$ cat config.mk
export PLATFORM = sky130hd
export DESIGN_NAME = buyruk_kuyrugu
export DESIGN_NICKNAME = d
export VERILOG_FILES = /design/src/rtl/buyruk_kuyrugu.sv
export SDC_FILE = /design/constraint.sdc
export NUM_CORES = 1
export LEC_CHECK = 0
export CORE_MARGIN = 1.5
export CORE_UTILIZATION = 47
export CTS_CLUSTER_SIZE = 10
export DETAILED_ROUTE_END_ITERATION = 6
export GPL_ROUTABILITY_DRIVEN = 0
export PLACE_DENSITY = 0.8
export SYNTH_ARGS = -nofsm -noshare
export SYNTH_HDL_FRONTEND = slang
export SYNTH_SLANG_ARGS = --single-unit
$ cat constraint.sdc
create_clock -name clk -period 2.25 [get_ports clk]
set_clock_uncertainty 0.15 [all_clocks]
set_input_delay 0.3375 -clock clk [delete_from_list [all_inputs] [get_ports clk]]
set_output_delay 0.3375 -clock clk [all_outputs]
set_load 0.02 [all_outputs]
$ cat src/rtl/buyruk_kuyrugu.sv
// Instruction-issue stage ahead of the combinational ALU: FIFO-buffered words, one in flight,
// result held on a valid/ready output. Define ISLEM_SAYACI_EN to add the islem_sayisi handshake counter.
module buyruk_kuyrugu #(
  parameter int N        = 3,
  parameter int DERINLIK = 4
) (
  input  logic                        clk,
  input  logic                        rst_n,
  input  logic                        giris_gecerli,
  input  logic [2*N+2:0]              giris_buyruk,
  output logic                        giris_hazir,
  output logic [2*N+2:0]              alu_buyruk,
  input  logic [N:0]                  alu_sonuc,
  output logic                        cikis_gecerli,
  output logic [N:0]                  cikis_sonuc,
  input  logic                        cikis_hazir,
  output logic [$clog2(DERINLIK):0]   doluluk
`ifdef ISLEM_SAYACI_EN
  ,
  output logic [15:0]                 islem_sayisi
`endif
);

  localparam int BW = 2*N + 3;
  localparam int RW = N + 1;
  localparam int AW = $clog2(DERINLIK);
  localparam logic [AW:0] DOLU = (AW+1)'(DERINLIK);

  typedef enum logic [1:0] {
    BOS,
    HESAP,
    SONUC
  } durum_t;

  durum_t          r_durum;
  logic [BW-1:0]   r_mem [DERINLIK];
  logic [AW-1:0]   r_wr_ptr;
  logic [AW-1:0]   r_rd_ptr;
  logic [AW:0]     r_doluluk;
  logic [BW-1:0]   r_alu_buyruk;
  logic [RW-1:0]   r_cikis_sonuc;
  logic            r_cikis_gecerli;

  logic            w_push;
  logic            w_pop;
  logic            w_bos_degil;
  logic [BW-1:0]   w_bas;

  // Ready depends on occupancy only; a pop in the same cycle does not free a slot early.
  assign giris_hazir   = (r_doluluk < DOLU);
  assign w_push        = giris_gecerli & giris_hazir;
  assign w_bos_degil   = (r_doluluk != '0);
  assign w_bas         = r_mem[r_rd_ptr];

  assign doluluk       = r_doluluk;
  assign alu_buyruk    = r_alu_buyruk;
  assign cikis_sonuc   = r_cikis_sonuc;
  assign cikis_gecerli = r_cikis_gecerli;

  always_comb begin
    w_pop = 1'b0;
    case (r_durum)
      BOS:     w_pop = w_bos_degil;
      SONUC:   w_pop = cikis_hazir & w_bos_degil;
      default: w_pop = 1'b0;
    endcase
  end

  always_ff @(posedge clk) begin
    if (w_push) begin
      r_mem[r_wr_ptr] <= giris_buyruk;
    end
  end

  always_ff @(posedge clk or negedge rst_n) begin
    if (!rst_n) begin
      r_wr_ptr  <= '0;
      r_rd_ptr  <= '0;
      r_doluluk <= '0;
    end else begin
      if (w_push) begin
        r_wr_ptr <= r_wr_ptr + 1'b1;
      end
      if (w_pop) begin
        r_rd_ptr <= r_rd_ptr + 1'b1;
      end
      if (w_push && !w_pop) begin
        r_doluluk <= r_doluluk + (AW+1)'(1);
      end else if (w_pop && !w_push) begin
        r_doluluk <= r_doluluk - (AW+1)'(1);
      end
    end
  end

  always_ff @(posedge clk or negedge rst_n) begin
    if (!rst_n) begin
      r_durum         <= BOS;
      r_alu_buyruk    <= '0;
      r_cikis_sonuc   <= '0;
      r_cikis_gecerli <= 1'b0;
    end else begin
      case (r_durum)
        BOS: begin
          if (w_pop) begin
            r_alu_buyruk <= w_bas;
            r_durum      <= HESAP;
          end
        end
        HESAP: begin
          r_cikis_sonuc   <= alu_sonuc;
          r_cikis_gecerli <= 1'b1;
          r_durum         <= SONUC;
        end
        SONUC: begin
          if (cikis_hazir) begin
            r_cikis_gecerli <= 1'b0;
            if (w_pop) begin
              r_alu_buyruk <= w_bas;
              r_durum      <= HESAP;
            end else begin
              r_durum <= BOS;
            end
          end
        end
        default: r_durum <= BOS;
      endcase
    end
  end

`ifdef ISLEM_SAYACI_EN
  logic [15:0] r_islem_sayisi;

  always_ff @(posedge clk or negedge rst_n) begin
    if (!rst_n) begin
      r_islem_sayisi <= '0;
    end else if (r_cikis_gecerli && cikis_hazir) begin
      r_islem_sayisi <= r_islem_sayisi + 16'd1;
    end
  end

  assign islem_sayisi = r_islem_sayisi;
`endif

endmodule

==> metrics.txt <==
Register Area=0.00166 mm²; clock power share=21.4%; final critical-path share of the clock period=92.9%; Non-Filler Instances=around 250; critical path peak fanout=2; final hold vios=0; Setup Buffers After CTS=0; footprint of the multi-input gates=roughly 640 µm²; ANT cells=0; sequential area share after synthesis=approximately 70%; first-pass GRT wire length=6380 µm; CORE AREA=roughly 0.0048 mm²; max_cap viols=0; Residual DRC=0; sw frac=a little under a third; pre-CTS setup slack=-0.181 ns; total gr overflow=0; Yosys cell types=26; clock insertion delay at the later pin of the skew report=roughly 0.33 ns; RSZ-0062 raised after global routing=false; Lkg Pwr=1.17 nW; Max-slew headroom=~69%; vias=approximately 1200; net switching power=roughly 1.3 mW; Avg WL per Cell=about 16 µm; drt first-iter violations=32; status=finished clean; # nets final=slightly below 200; post-route antenna net violation count=0; min Tclk post-route=approximately 2.1 ns; # fillers=~350; Routed Wire Length=a little under 4000 µm; Comb power frac=38.9%; CTS tree=yes; Post-Syn Area per Cell=~19 µm²; warnings from Yosys=0; Tot GR Track Use=17.1%; peak supply drop=approximately 0.001 V; Root Buffer=clkbuf_8; Pint=just under 3 mW; cell area after layout=0.00302 mm²; die width=approximately 74 µm; Syn Inst Count=about 120; post-synthesis net count=roughly 150; final core utilization=between 60% and 70%; Setup CP Type=primary input to flop; Initial Util=49.1%; Final Max Slew Viols=0; die area=roughly 0.0054 mm²; I/O pin cnt=35; port bufs=34; Final setup viols=0; Worst EP required=2.32 ns; flops & latches, synth=59; nature of the critical path endpoint=flop; die height=between 70 and 80 µm; CP Launch Type=primary input; Clock Path Buffers=2; Num CTS Buffers=9; Critical Path AT=between 2 and 2.5 ns; WHS=between 0.2 and 0.25 ns; CTS Hold Bufs=0; fin worst setup slack=between 0.15 and 0.2 ns; Area Overhead vs Synth=28.4%; largest net degree at the start of global routing=24; drt via density=4.89; Min-Delay Path Class=primary input to asynchronous set/reset pin; Seq pwr share=39.7%; clk sinks=between 50 and 60; Mapped Area=about 0.0024 mm²; HPWL Detailed=~2800 µm; drt first pass iters=7; PD cells=1430 mW/mm²; CTS H-tree lvls=3; Max Fclk=between 400 and 500 MHz; share of cells above drive strength 1=between 20% and 30%; Clock transition at path regs=roughly 0.060 ns; Worst-Margin Slew=around 0.47 ns; Placed Cells=~230; antenna violations before repair=0; area post-placement=~0.0028 mm²; cts repair resizes=0; row count=25; number of global-route vias before repair=about 1300
metal layers:
metal  GRT usage [%]  up-vias  wire [µm]
met2            28.2       26       2170
li1                -      550          -
met5               0        -          0
met4            11.1        0         99
met1            18.6      611       1520
met3            6.04       10        161
sequential cells by signal, indices dropped and copies added, names as in the netlist:
name           cells
r_mem             36
alu_buyruk         9
r_wr_ptr           2
cikis_gecerli      1
cikis_sonuc        4
doluluk            3
r_durum            2
r_rd_ptr           2
cells in the mapped netlist (all sizes together):
library cell | n | area share, %
a21o | 1 | 0.32
a21oi | 2 | 0.43
and2 | 4 | 1.1
and2b | 1 | 0.32
buf | 2 | 0.80
clkbuf | 2 | 0.37
dfrtp | 23 | 24
edfxtp | 36 | 46
fa | 1 | 0.85
ha | 5 | 2.7
inv | 7 | 1.1
mux2 | 14 | 8.0
mux4 | 9 | 8.8
nand2 | 2 | 0.32
nor2 | 2 | 0.32
nor2b | 1 | 0.27
nor3 | 2 | 1.1
nor4b | 1 | 0.37
o21ai | 1 | 0.21
xnor2 | 3 | 1.1
xor2 | 3 | 1.1
cell families after synthesis:
logic type      synth area share (%)
flops                           70.5
mux                             16.8
fa+ha+maj                       3.51
buf+inv                         2.29
compound gates                 0.958
simple gates                    3.78
xor+xnor                        2.24
worst max-delay path: stages:
cell and delay (ns):
clkdlybuf4s50_1 0.48, and2b_1 0.22, nor3_4 0.12, inv_1 0.06
ha_1 0.19, inv_1 0.07, fa_1 0.42, mux2_2 0.27
path summary, 6_finish.rpt:
check                                  from       endpoint  slack (ns)  cells after the start
worst max-delay path            cikis_hazir     doluluk[1]        0.16                      8
worst min-delay path                  rst_n  alu_buyruk[2]        0.21                      2
worst max register to register   doluluk[0]     doluluk[2]        0.19                      9
worst min register to register   r_durum[1]  cikis_gecerli        0.35                      1
max in group asynchronous             rst_n     doluluk[0]        1.49                      2
min in group clk                 r_durum[1]  cikis_gecerli        0.35                      1
layout by cell type, fill, tap and decap left out, types with 5 or more instances in the layout:
cell	n
edfxtp_1	36
clkbuf_8	10
inv_1	7
ha_1	5
buf_4	10
mux4_2	8
mux2_4	8
mux2_2	6
clkdlybuf4s50_1	34
dfrtp_1	22
stage by stage:
step / TNS (ns) / power (mW)
after detailed placement: -0.264 / 3.46
after global placement: -0.198 / 3.35
after CTS: 0 / 4.40
after global routing: 0 / 4.58
final: 0 / 4.33
after floorplan: 0 / 2.82
power groups by stage:
stage	logic, mW	clock network, mW	registers (mW)
2_1_floorplan	0.975	0	1.84
3_3_place_gp	1.64	0	1.72
3_5_place_dp	1.71	0	1.75
4_1_cts	1.72	0.949	1.73
5_1_grt	1.82	0.996	1.77
6_report	1.69	0.925	1.72
area by class of cell:
| class | instances | share of cell area [%] |
|---|---|---|
| clock inverters | 5 | 1.74 |
| repair buffers | 44 | 13.8 |
| multi-input cells | 52 | 21.2 |
| inverters | 7 | 0.871 |
| flip-flops and latches | 59 | 54.9 |
| well taps | 67 | 2.78 |
| clock buffers | 11 | 4.68 |
(Power assumes the default switching activity.)
